$ cat config.mk
export PLATFORM = sky130hd
export DESIGN_NAME = sobel_window_feeder
export DESIGN_NICKNAME = d
export VERILOG_FILES = /design/src/rtl/sobel_window_feeder.sv
export SDC_FILE = /design/constraint.sdc
export NUM_CORES = 1
export LEC_CHECK = 0
export BUFFER_PORTS_ARGS = -buffer_cell sky130_fd_sc_hd__buf_2
export CORE_MARGIN = 2
export CORE_UTILIZATION = 50
export CTS_CLUSTER_SIZE = 16
export DETAILED_ROUTE_END_ITERATION = 16
export PLACE_DENSITY = 0.76
export RECOVER_POWER = 100
export SKIP_LAST_GASP = 1
export SYNTH_ARGS = -nofsm -noshare
export SYNTH_HDL_FRONTEND = slang
export SYNTH_SLANG_ARGS = --single-unit
$ cat constraint.sdc
create_clock -name clk_i -period 2.2 [get_ports clk_i]
set_input_delay 0 -clock clk_i [delete_from_list [all_inputs] [get_ports clk_i]]
set_output_delay 0 -clock clk_i [all_outputs]
set_load 0.05 [all_outputs]
$ cat src/rtl/sobel_window_feeder.sv
// Streams a grayscale frame from synchronous memory as 3-pixel column vectors
// (top, centre, bottom) per column, framed per centre row for sobel_control.
module sobel_window_feeder #(
  parameter int IMG_WIDTH   = 8,
  parameter int IMG_HEIGHT  = 8,
  parameter int PIXEL_WIDTH = 8,
  parameter int ADDR_WIDTH  = 6
) (
  input  logic                   clk_i,
  input  logic                   nreset_i,
  input  logic                   frame_start_i,
  output logic                   mem_rd_o,
  output logic [ADDR_WIDTH-1:0]  mem_addr_o,
  input  logic [PIXEL_WIDTH-1:0] mem_data_i,
  output logic                   start_sobel_o,
  output logic                   px_rdy_o,
  output logic [PIXEL_WIDTH-1:0] px_o,
  output logic                   busy_o,
  output logic                   frame_done_o
);

  localparam int RW = $clog2(IMG_HEIGHT);
  localparam int CW = $clog2(IMG_WIDTH);
  localparam logic [RW-1:0] LAST_ROW = RW'(IMG_HEIGHT - 2);
  localparam logic [CW-1:0] LAST_COL = CW'(IMG_WIDTH - 1);
  localparam logic [ADDR_WIDTH-1:0] A_W    = ADDR_WIDTH'(IMG_WIDTH);
  localparam logic [ADDR_WIDTH-1:0] A_BACK = ADDR_WIDTH'(2 * IMG_WIDTH - 1);

  typedef enum logic [2:0] {IDLE, ROW_START, FEED, DRAIN, GAP, DONE} state_t;

  state_t                  state_q, state_d;
  logic [RW-1:0]           row_q, row_d;
  logic [CW-1:0]           col_q, col_d;
  logic [1:0]              sub_q, sub_d;
  logic                    cnt_q, cnt_d;
  logic [ADDR_WIDTH-1:0]   base_q, base_d;
  logic [ADDR_WIDTH-1:0]   addr_q, addr_d;
  logic                    rd_d1_q, rd_d1_d;
  logic                    px_rdy_q, px_rdy_d;
  logic [PIXEL_WIDTH-1:0]  px_q, px_d;

  always_ff @(posedge clk_i or negedge nreset_i) begin
    if (!nreset_i) begin
      state_q  <= IDLE;
      row_q    <= '0;
      col_q    <= '0;
      sub_q    <= '0;
      cnt_q    <= 1'b0;
      base_q   <= '0;
      addr_q   <= '0;
      rd_d1_q  <= 1'b0;
      px_rdy_q <= 1'b0;
      px_q     <= '0;
    end else begin
      state_q  <= state_d;
      row_q    <= row_d;
      col_q    <= col_d;
      sub_q    <= sub_d;
      cnt_q    <= cnt_d;
      base_q   <= base_d;
      addr_q   <= addr_d;
      rd_d1_q  <= rd_d1_d;
      px_rdy_q <= px_rdy_d;
      px_q     <= px_d;
    end
  end

  // base_q tracks (row-1)*IMG_WIDTH; addr_q walks down a column, then steps
  // back two rows and right one column, so no multiplier is needed.
  always_comb begin
    state_d = state_q;
    row_d   = row_q;
    col_d   = col_q;
    sub_d   = sub_q;
    cnt_d   = cnt_q;
    base_d  = base_q;
    addr_d  = addr_q;
    case (state_q)
      IDLE: begin
        if (frame_start_i) begin
          state_d = ROW_START;
          row_d   = RW'(1);
          col_d   = '0;
          sub_d   = '0;
          base_d  = '0;
          addr_d  = '0;
        end
      end
      ROW_START: begin
        state_d = FEED;
        col_d   = '0;
        sub_d   = '0;
        addr_d  = base_q;
      end
      FEED: begin
        if (sub_q == 2'd2) begin
          sub_d = '0;
          if (col_q == LAST_COL) begin
            state_d = DRAIN;
            cnt_d   = 1'b0;
          end else begin
            col_d  = col_q + CW'(1);
            addr_d = addr_q - A_BACK;
          end
        end else begin
          sub_d  = sub_q + 2'd1;
          addr_d = addr_q + A_W;
        end
      end
      DRAIN: begin
        cnt_d = ~cnt_q;
        if (cnt_q) state_d = GAP;
      end
      GAP: begin
        cnt_d = ~cnt_q;
        if (cnt_q) begin
          if (row_q == LAST_ROW) begin
            state_d = DONE;
          end else begin
            state_d = ROW_START;
            row_d   = row_q + RW'(1);
            col_d   = '0;
            base_d  = base_q + A_W;
          end
        end
      end
      DONE:    state_d = IDLE;
      default: state_d = IDLE;
    endcase
  end

  // Pixel path: memory data is valid one cycle after the read, registered once more.
  always_comb begin
    rd_d1_d  = mem_rd_o;
    px_rdy_d = rd_d1_q;
    px_d     = rd_d1_q ? mem_data_i : px_q;
  end

  assign mem_rd_o      = (state_q == FEED);
  assign mem_addr_o    = mem_rd_o ? addr_q : '0;
  assign start_sobel_o = (state_q == ROW_START) || (state_q == FEED) || (state_q == DRAIN);
  assign busy_o        = (state_q != IDLE);
  assign frame_done_o  = (state_q == DONE);
  assign px_rdy_o      = px_rdy_q;
  assign px_o          = px_q;

endmodule

Word level (Yosys, flattened, before mapping)
Cells that the tools add are included.

storage, ports and cells
  register bits after elaboration = 34
  output and inout bits = 19
  logic and storage cells = 78

operators by class
  $add $sub $neg = 6
  eq/ne operators = 16
  mux-type cells = 30
  bitwise logic cells = 1
  reduce and logical (&&, ||, !) cells = 15

operator list
  kind                                                    number
  2-to-1 mux 3 bit                                        13
  2-to-1 mux 6 bit                                        6
  case mux 6 bit (3 select lines)                         1
  case mux 3 bit (5 select lines)                         1
  adder 6 x 4 -> 6 bit (second input constant)            2
  equality test 3 bit (second input constant)             4
  case mux 3 bit (4 select lines)                         1
  case mux 6 bit (2 select lines)                         1
  inequality test 2 bit (second input constant)           5
  adder 3 x 1 -> 3 bit (second input constant)            2
  equality test 3 x 2 -> 1 bit (second input constant)    2
  case mux 2 bit (3 select lines)                         1
  case mux 3 bit (2 select lines)                         1
  AND reduction 3 bit                                     2
  AND reduction 6 bit                                     1
  nonzero test 3 bit                                      2
  subtractor 6 x 4 -> 6 bit (second input constant)       1
  AND reduction 5 bit                                     1
  2-to-1 mux 2 bit                                        2
  inequality test 2 x 1 -> 1 bit (second input constant)  2
  AND reduction 4 bit                                     1
  nonzero test 2 bit                                      2
  nonzero test 4 bit                                      1
  equality test 3 x 1 -> 1 bit (second input constant)    1
  10 further kinds                                        12

Logic depth before layout (Yosys ltp)
Gate-level depths: netlist (run 1).

  word-level depth = 4
  mapped depth = 6

Least setup slack after synthesis (run 1)
No wires, ideal clock.

  path type = register to register
  from = register state_q[1]
  to = register addr_q[0]
  data arrival time = 1.649 ns
  required time = 2.075 ns
  path slack = 0.426 ns
  stages on the path, launching flop included = 6
  buffers on the path = 1
  period minus slack after synthesis = 1.774 ns
  path through = dfrtp_1 > or3b_1 > buf_6 > clkinv_1 > a21o_1 > mux2_4

on the way
  word-level cells in the longest chain between the ends = 3

ends and longest elaborated chain
  item                                                                          line  text
  start, declared                                                               31    state_t state_q, state_d;
  start signal, assigned                                                        55    state_q <= state_d;
  equality test 3 x 2 -> 1 bit (*)                                              -
  net mem_rd_o                                                                  12    output logic mem_rd_o,
  inequality test 3 bit (no source line) or nonzero test 3 bit (tied branches)  -
  AND reduction 3 bit (no source line)                                          -
  end signal, assigned                                                          61    addr_q <= addr_d;
  end, declared                                                                 37    logic [ADDR_WIDTH-1:0] addr_q, addr_d;

Mark *: on every way through the listed nets, which the timed path passes. The rest lies on a longest branch.
A chain may end at the register's enable or synchronous reset.

Worst setup path in the final report (run 1)
  from = register state_q[2]
  to = output port mem_rd_o

on the way
  word-level cells in the longest chain between the ends = 1

ends and longest elaborated chain
  item                          line  text
  equality test 3 x 2 -> 1 bit  139   assign mem_rd_o = (state_q == FEED);
  end, declared                 12

Every way passes these cells.

==> results of run 1 <==
==> metal layers <==
| layer | routed length (um) | GRT usage [%] | up-vias |
|---|---|---|---|
| met5 | 0 | 0 | - |
| met4 | 104 | 8.33 | 0 |
| met3 | 227 | 6.31 | 13 |
| met2 | 1850 | 35.6 | 59 |
| met1 | 1560 | 24.6 | 693 |
| li1 | - | - | 692 |
==> flip-flops by register name, summed over array words and instances, names as in the netlist <==
register  cells
px_rdy_o      1
state_q       3
col_q         3
sub_q         2
base_q        3
cnt_q         1
px_o          8
row_q         3
px_rdy_d      1
addr_q        6
==> through the flow <==
stage	instances	utilization, %	hold slack (ps)
6_report	257	60.6	151
3_5_place_dp	240	57.2	77.0
2_1_floorplan	168	-	-296
3_3_place_gp	240	57.2	68.6
5_1_grt	257	60.6	158
4_1_cts	257	61.5	159
==> placed cells by master, fill, tap and decap left out, drive strengths merged, types with 2 or more instances in the layout <==
cell,count
inv,9
a21o,2
or3b,3
mux2,11
buf,13
o21ai,15
nand2b,2
o22ai,2
or3,2
nand3,4
mux2i,3
ha,8
dfrtp,31
a22oi,3
clkbuf,27
and2,4
nor2,7
nor3b,4
a22o,6
nor3,4
nand2,17
clkinv,2
a21oi,6
and3,2
dlygate4sd3,9
==> area by class of cell <==
class / instances / share of cell area, %
clock inverter: 1 / 0.249
tap: 46 / 2.87
clock buffer: 7 / 2.24
inverter: 10 / 1.87
sequential: 31 / 38.7
timing repair buffer: 42 / 12.0
multi-input combinational: 120 / 42.1
==> power breakdown <==
group / switching (uW) / internal (uW)
Combinational: 48.6 / 24.9
Clock: 186 / 124
Sequential: 3.71 / 577
Total: 238 / 726
==> worst min path at each step <==
stage | from | endpoint | slack, ps | cells past startpoint
after floorplan | nreset_i | addr_q[0]$_DFFE_PN0P_ | -300 | 0
after global placement | nreset_i | base_q[3]$_DFFE_PN0P_ | 70 | 1
after detailed placement | nreset_i | px_o[2]$_DFFE_PN0P_ | 80 | 1
after CTS | frame_start_i | state_q[0]$_DFFE_PN0P_ | 160 | 4
after global routing | frame_start_i | state_q[0]$_DFFE_PN0P_ | 160 | 4
final | frame_start_i | state_q[0]$_DFFE_PN0P_ | 150 | 4
==> worst max-delay path: stages (launching register included) <==
cell	delay (ps)
sky130_fd_sc_hd__dfrtp_1	380
sky130_fd_sc_hd__or3b_1	540
sky130_fd_sc_hd__clkinv_1	240
sky130_fd_sc_hd__clkbuf_1	490
==> cell families after synthesis <==
family	after synthesis	synth area share (%)
DFF	31	45.5
AOI/OAI and AO/OA	45	17.7
buffers and inverters	17	4.70
muxes	14	9.25
and+or+nand+nor	53	17.0
adders and majority gates	8	5.87
==> key figures, run 1 <==
Clock network
  • Number of clock sinks: 31
  • Maximum level of the CTS H-tree: 2
  • Cell chosen for the clock root: sky130_fd_sc_hd__clkbuf_4
  • Clock tree buffer depth: 2
  • Insertion delay of the later-clocked pin in the worst-skew pair: 340 ps
  • Clock tree from TritonCTS: yes
  • Number of gates given a new drive strength after cts: 0
  • Setup bufs post-CTS: 0
  • Clock slew at reported path FFs: 80 ps
  • Post-CTS Hold Buffers: 9
  • CTS buffer count: 5

Timing
  • Slew Viols, Final: 32
  • Setup skew after layout: approximately 9.3 ps
  • Final Worst Setup Slack: 212 ps
  • Final-layout setup total negative slack: 0 ps
  • Highest Clock Rate: 0.503 GHz
  • Final critical delay including setup and external delays: 1990 ps
  • RSZ-0062 raised after global routing: no
  • Setup violation total in the final timing report: 0
  • Worst-margin pin slew: 1660 ps
  • Share of the clock period used by the worst path: 90.4%
  • Worst rel slew slack: -11.0%
  • Hold Fails Final Rpt: 0

Synthesis
  • Number of register bits inferred by synthesis: 31
  • Number of standard cells after synthesis: 168
  • Distinct cells, synth: 45
  • Synth Cell Area: 1700 um2
  • Sequential fraction of the synthesis area: 45.5%
  • Post-Synthesis Net Count: roughly 190
  • Top-area cell type share of the netlist area: 45.5%
  • Post-synthesis average cell area: 10.1 um2
  • Most frequent cell after synthesis: sky130_fd_sc_hd__dfrtp_1
  • List of most frequent post-synthesis cells: sky130_fd_sc_hd__dfrtp_1 (31), sky130_fd_sc_hd__nand2_1 (17), sky130_fd_sc_hd__o21ai_0 (14)
  • Cell accounting for the most synthesized area: sky130_fd_sc_hd__dfrtp_1
  • Total of warnings raised by yosys: 0
  • Main area contributors after synthesis: sky130_fd_sc_hd__dfrtp_1 (46%), sky130_fd_sc_hd__mux2_2 (6.6%), sky130_fd_sc_hd__ha_1 (5.9%)
  • Predominant post-synthesis flop cell: sky130_fd_sc_hd__dfrtp_1
  • Number of enable-type register cells in the synthesized netlist: 0
  • Share of synthesized registers carrying an async set or reset: 100%

Placed design
  • Detailed Place HPWL: roughly 2600 um
  • Port bufs: 29
  • Pre-CTS setup slack: 420 ps
  • Post-DP Area: 1890 um2
  • Routability congestion estimate from global placement: 0.884

Route
  • Number of nets with antenna violations after detailed routing: 0
  • Total Routed Length: around 3700 um
  • Number of remaining DRC errors: 0
  • Total number of vias: 1,457
  • Routed vias/inst: around 5.7
  • Drt wl/cell: between 10 and 15 um
  • Detailed Routing Iterations Pass 1: 4
  • Initial detailed-routing violation count: 49

Worst setup path
  • Critical Path AT: approximately 2000 ps
  • Crit Path Category: register to output pin
  • Data required, critical path: between 2000 and 2500 ps
  • Endpoint of the lowest-slack register-to-register path: addr_q[0]$_DFFE_PN0P_
  • Kind of start point of the critical path: register
  • Worst setup path startpoint: state_q[2]$_DFFE_PN0P_
  • Worst R2R Setup Slack: approximately 370 ps
  • Launch point of the worst reg-to-reg path: col_q[0]$_DFFE_PN0P_
  • Critical path capture point type: output pin
  • Worst Setup EP: mem_rd_o
  • Max FO, Critical Path: 10
  • Worst Reg2Reg Path Length in Cells: 6

Global route
  • GR Overflow Total: 0
  • Wire length of the first global-routing pass: 6330 um
  • Via count of the first global-routing pass: roughly 1,400
  • Maximum number of pins on one net before global-route repair: 32
  • Number of antenna violations at the first check in global routing: 0
  • Total global-route track usage: 20.8%

Layout
  • Synthesis-to-finish area growth: 17.8%
  • Sequential standard cell area: 776 um2
  • Fin nets: 229
  • Diode count: 0
  • Count of filler cells inserted in the layout: 294
  • Final design area excluding fillers: 2010 um2
  • Layout cells sized above 1: between 10% and 20%
  • Multi-input combinational cell area: 845 um2

Die
  • Core ar.: around 3300 um2
  • Die X: 62.4 um
  • Area of the die: 3890 um2
  • Initial core utilization: 51.5%
  • Ports placed on the boundary: 30
  • # rows: 21
  • Die boundary height: 62.4 um

Power
  • Worst IR Drop VDD: between 0.2 and 0.3 mV
  • Leakage power figure: 0.000911 uW
  • Power per unit of standard cell area: 480 nW/um2
  • Total Power Consumption: 964 uW

Min path
  • Path type of the worst min-delay path: input port to register

Outcome
  • Failing checks: max-capacitance violations, max-slew violations
  • Outcome: complete, but fails checks

Flow run
  • Max-cap check violation count: 1
(Power assumes the default switching activity.)
==> run 2: changes to the inputs <==
--- a/config.mk
+++ b/config.mk
@@ -5,12 +5,12 @@
 export SDC_FILE = /design/constraint.sdc
 export NUM_CORES = 1
 export LEC_CHECK = 0
-export BUFFER_PORTS_ARGS = -buffer_cell sky130_fd_sc_hd__buf_2
 export CORE_MARGIN = 2
 export CORE_UTILIZATION = 50
 export CTS_CLUSTER_SIZE = 16
 export DETAILED_ROUTE_END_ITERATION = 16
-export PLACE_DENSITY = 0.76
+export DONT_BUFFER_PORTS = 1
+export PLACE_DENSITY = 0.68
 export RECOVER_POWER = 100
 export SKIP_LAST_GASP = 1
 export SYNTH_ARGS = -nofsm -noshare
==> run 2 against run 1 <==
The run still ends with max-capacitance violations, max-slew violations left. Global-route usage shrank 0.17 points. Sequential power grew 4.8%. Combinational power shrank 55%. First-iteration DRC count grew 57%. Non-clock buffer count shrank 25. Worst hold slack lost 130 ps. Sequential share of layout area grew 2.4 points. Final cell count shrank 9.7%. Critical path depth is the same. Clock power grew 6%. Cell area shrank 5.8%. Critical endpoint is now start_sobel_o.
==> key figures, run 2 (same netlist as run 1, synthesis figures left out) <==
Worst setup path
  • Critical path capture point type: output pin
  • Slowest cell on crit path: sky130_fd_sc_hd__nor2_1
  • Cell family with most CP delay: simple AND/OR/NAND/NOR gates
  • Data required, critical path: 2200 ps (about the same)
  • Kind of start point of the critical path: register
  • Critical Path AT: 2010 ps (+20 ps)
  • Largest stage delay on the critical path: 740 ps (+200 ps)
  • Crit Path Category: register to output pin
  • Launch point of the worst reg-to-reg path: state_q[1]$_DFFE_PN0P_
  • Max FO, Critical Path: 12 (+2)
  • Cell type with the highest occurrence count on the critical path: sky130_fd_sc_hd__nor2_1
  • Worst R2R Setup Slack: 220 ps (-150 ps)
  • Count of buffering cells on the critical path with inverters included: 1 (-1)
  • Critical-path cell list: clkbuf_1 -> nor2_1 -> nor2_1
  • Endpoint of the lowest-slack register-to-register path: state_q[1]$_DFFE_PN0P_
  • Worst Reg2Reg Path Length in Cells: 4 (-2)

Die
  • Core ar.: 3310 um2 (unchanged)
  • Die X: 62.4 um (unchanged)
  • Ports placed on the boundary: 30 (unchanged)
  • Initial core utilization: 51.5% (unchanged)
  • # rows: 21 (unchanged)
  • Die boundary height: 62.4 um (unchanged)
  • Area of the die: 3890 um2 (unchanged)

Min path
  • Origin of the worst min-delay path: frame_start_i
  • Hold Path End: state_q[0]$_DFFE_PN0P_
  • Number of cells on the worst hold path: 3 (-1)
  • Path type of the worst min-delay path: input port to register

Clock network
  • Clock tree buffer depth: 2 (unchanged)
  • CTS buffer count: 5 (unchanged)
  • Clock slew at reported path FFs: 100 ps (+20 ps)
  • Cell chosen for the clock root: sky130_fd_sc_hd__clkbuf_4
  • Setup bufs post-CTS: 0 (unchanged)
  • Number of clock sinks: 31 (unchanged)
  • Clock tree from TritonCTS: yes
  • Maximum level of the CTS H-tree: 2 (unchanged)
  • Insertion delay of the later-clocked pin in the worst-skew pair: 330 ps (about the same)
  • Number of gates given a new drive strength after cts: 0 (unchanged)

Route
  • Number of nets with antenna violations after detailed routing: 0 (unchanged)
  • Total number of vias: 1,337 (-8.2%)
  • Drt wl/cell: 15.7 um (+7.8%)
  • Initial detailed-routing violation count: 77 (+57%)
  • Routed vias/inst: 5.76 (+1.7%)
  • Total Routed Length: 3640 um (-2.7%)
  • Detailed Routing Iterations Pass 1: 4 (unchanged)
  • Number of remaining DRC errors: 0 (unchanged)

Placed design
  • Routability congestion estimate from global placement: 0.835 (-5.6%)
  • Placed Cells: 214 (-11%)
  • Port bufs: 0 (-100%)
  • Detailed Place HPWL: 2540 um (-1.5%)

Timing
  • Slew Viols, Final: 32 (unchanged)
  • Worst-margin pin slew: 1690 ps (+23.2 ps)
  • Setup skew after layout: 6.79 ps (-2.50 ps)
  • Highest Clock Rate: 0.496 GHz (-1.3%)
  • Worst rel slew slack: -12.5% (-1.5 points)
  • RSZ-0062 raised after global routing: no
  • Share of the clock period used by the worst path: 91.6% (+1.2 points)
  • Final-layout setup total negative slack: 0 ps (unchanged)
  • Setup violation total in the final timing report: 0 (unchanged)
  • Hold Fails Final Rpt: 0 (unchanged)
  • Final critical delay including setup and external delays: 2010 ps (+26.4 ps)

Layout
  • Diode count: 0 (unchanged)
  • Leading cell type in the layout, fill and taps excluded: sky130_fd_sc_hd__dfrtp_1
  • Fin nets: 204 (-11%)
  • Commonest non-fill, non-tap cells in the layout: sky130_fd_sc_hd__dfrtp_1 (31), sky130_fd_sc_hd__nand2_1 (17), sky130_fd_sc_hd__o21ai_0 (14)
  • Post-layout instance count excluding filler cells: 232 (-9.7%)
  • Synthesis-to-finish area growth: 10.9%
  • Max reg flops: 8 (unchanged)
  • Layout cells sized above 1: 13.4% (-5.0 points)

Power
  • Power per unit of standard cell area: 513 nW/um2 (+6.7%)
  • Worst IR Drop VDD: 0.357 mV (+23%)
  • Leakage power figure: 0.000845 uW (-7.3%)

Outcome
  • Outcome: complete, but fails checks
  • Failing checks: max-capacitance violations, max-slew violations

Flow run
  • Max-cap check violation count: 1 (unchanged)

Global route
  • Wire length of the first global-routing pass: 6350 um (+0.32%)
  • Total global-route track usage: 20.6% (-0.17 points)
  • GR Overflow Total: 0 (unchanged)
  • Maximum number of pins on one net before global-route repair: 32 (unchanged)
  • Number of antenna violations at the first check in global routing: 0 (unchanged)
  • Via count of the first global-routing pass: 1,362 (-4.2%)
==> run 2: worst max-delay path by stage <==
stage	startpoint	endpoint	slack, ps	cells past startpoint
floorplan	state_q[1]$_DFFE_PN0P_	addr_q[0]$_DFFE_PN0P_	430	5
global placement	col_q[0]$_DFFE_PN0P_	addr_q[0]$_DFFE_PN0P_	460	6
detailed placement	col_q[0]$_DFFE_PN0P_	addr_q[0]$_DFFE_PN0P_	400	6
CTS	state_q[2]$_DFFE_PN0P_	mem_addr_o[3]	230	3
global route	state_q[1]$_DFFE_PN0P_	start_sobel_o	100	3
finish	state_q[1]$_DFFE_PN0P_	start_sobel_o	190	3
==> run 2: layer usage <==
layer | routed length [um] | up-vias | GRT usage [%]
met5 | 0 | - | 0
met4 | 51 | 0 | 6.67
met3 | 142 | 4 | 5.59
met2 | 1860 | 22 | 35.1
met1 | 1590 | 673 | 25.7
li1 | - | 638 | -
==> run 2: what timing repair did <==
| item | CTS | global route |
|---|---|---|
| endpoints found under the hold margin | 39 | 0 |
| setup endpoints to repair | 0 | 0 |
| hold buffers | 10 | 0 |
==> run 2: worst min-delay path, stage by stage <==
cell                      delay (ps)
sky130_fd_sc_hd__nor3b_1         120
sky130_fd_sc_hd__a21oi_1         110
sky130_fd_sc_hd__o22ai_1          90
==> run 2: area by class of cell <==
cell class	count	area, um2
inverter	10	37.5
sequential	31	776
clock buffer	6	41.3
clock inverter	2	12.5
fill	306	1420
tap	46	57.6
multi-input combinational	120	838
timing repair buffer	17	128
==> run 2: metrics by stage <==
step           setup slack (ps)  total power (uW)  instance area [um2]  hold slack, ps  util, %
4_1_cts                     225               983                 1940            11.0     58.5
3_5_place_dp                400               629                 1770            -295     53.5
2_1_floorplan               426               626                 1700            -296        -
3_3_place_gp                459               628                 1770            -295     53.5
5_1_grt                     100              1010                 1890            23.4     57.1
6_report                    185               969                 1890            21.5     57.1
==> run 2: power breakdown <==
part	leakage (uW)	switching, uW	internal (uW)
Sequential	0.000359	32.0	576
Combinational	0.000458	16.1	16.7
Clock	0.0000282	205	123
Total	0.000845	253	716
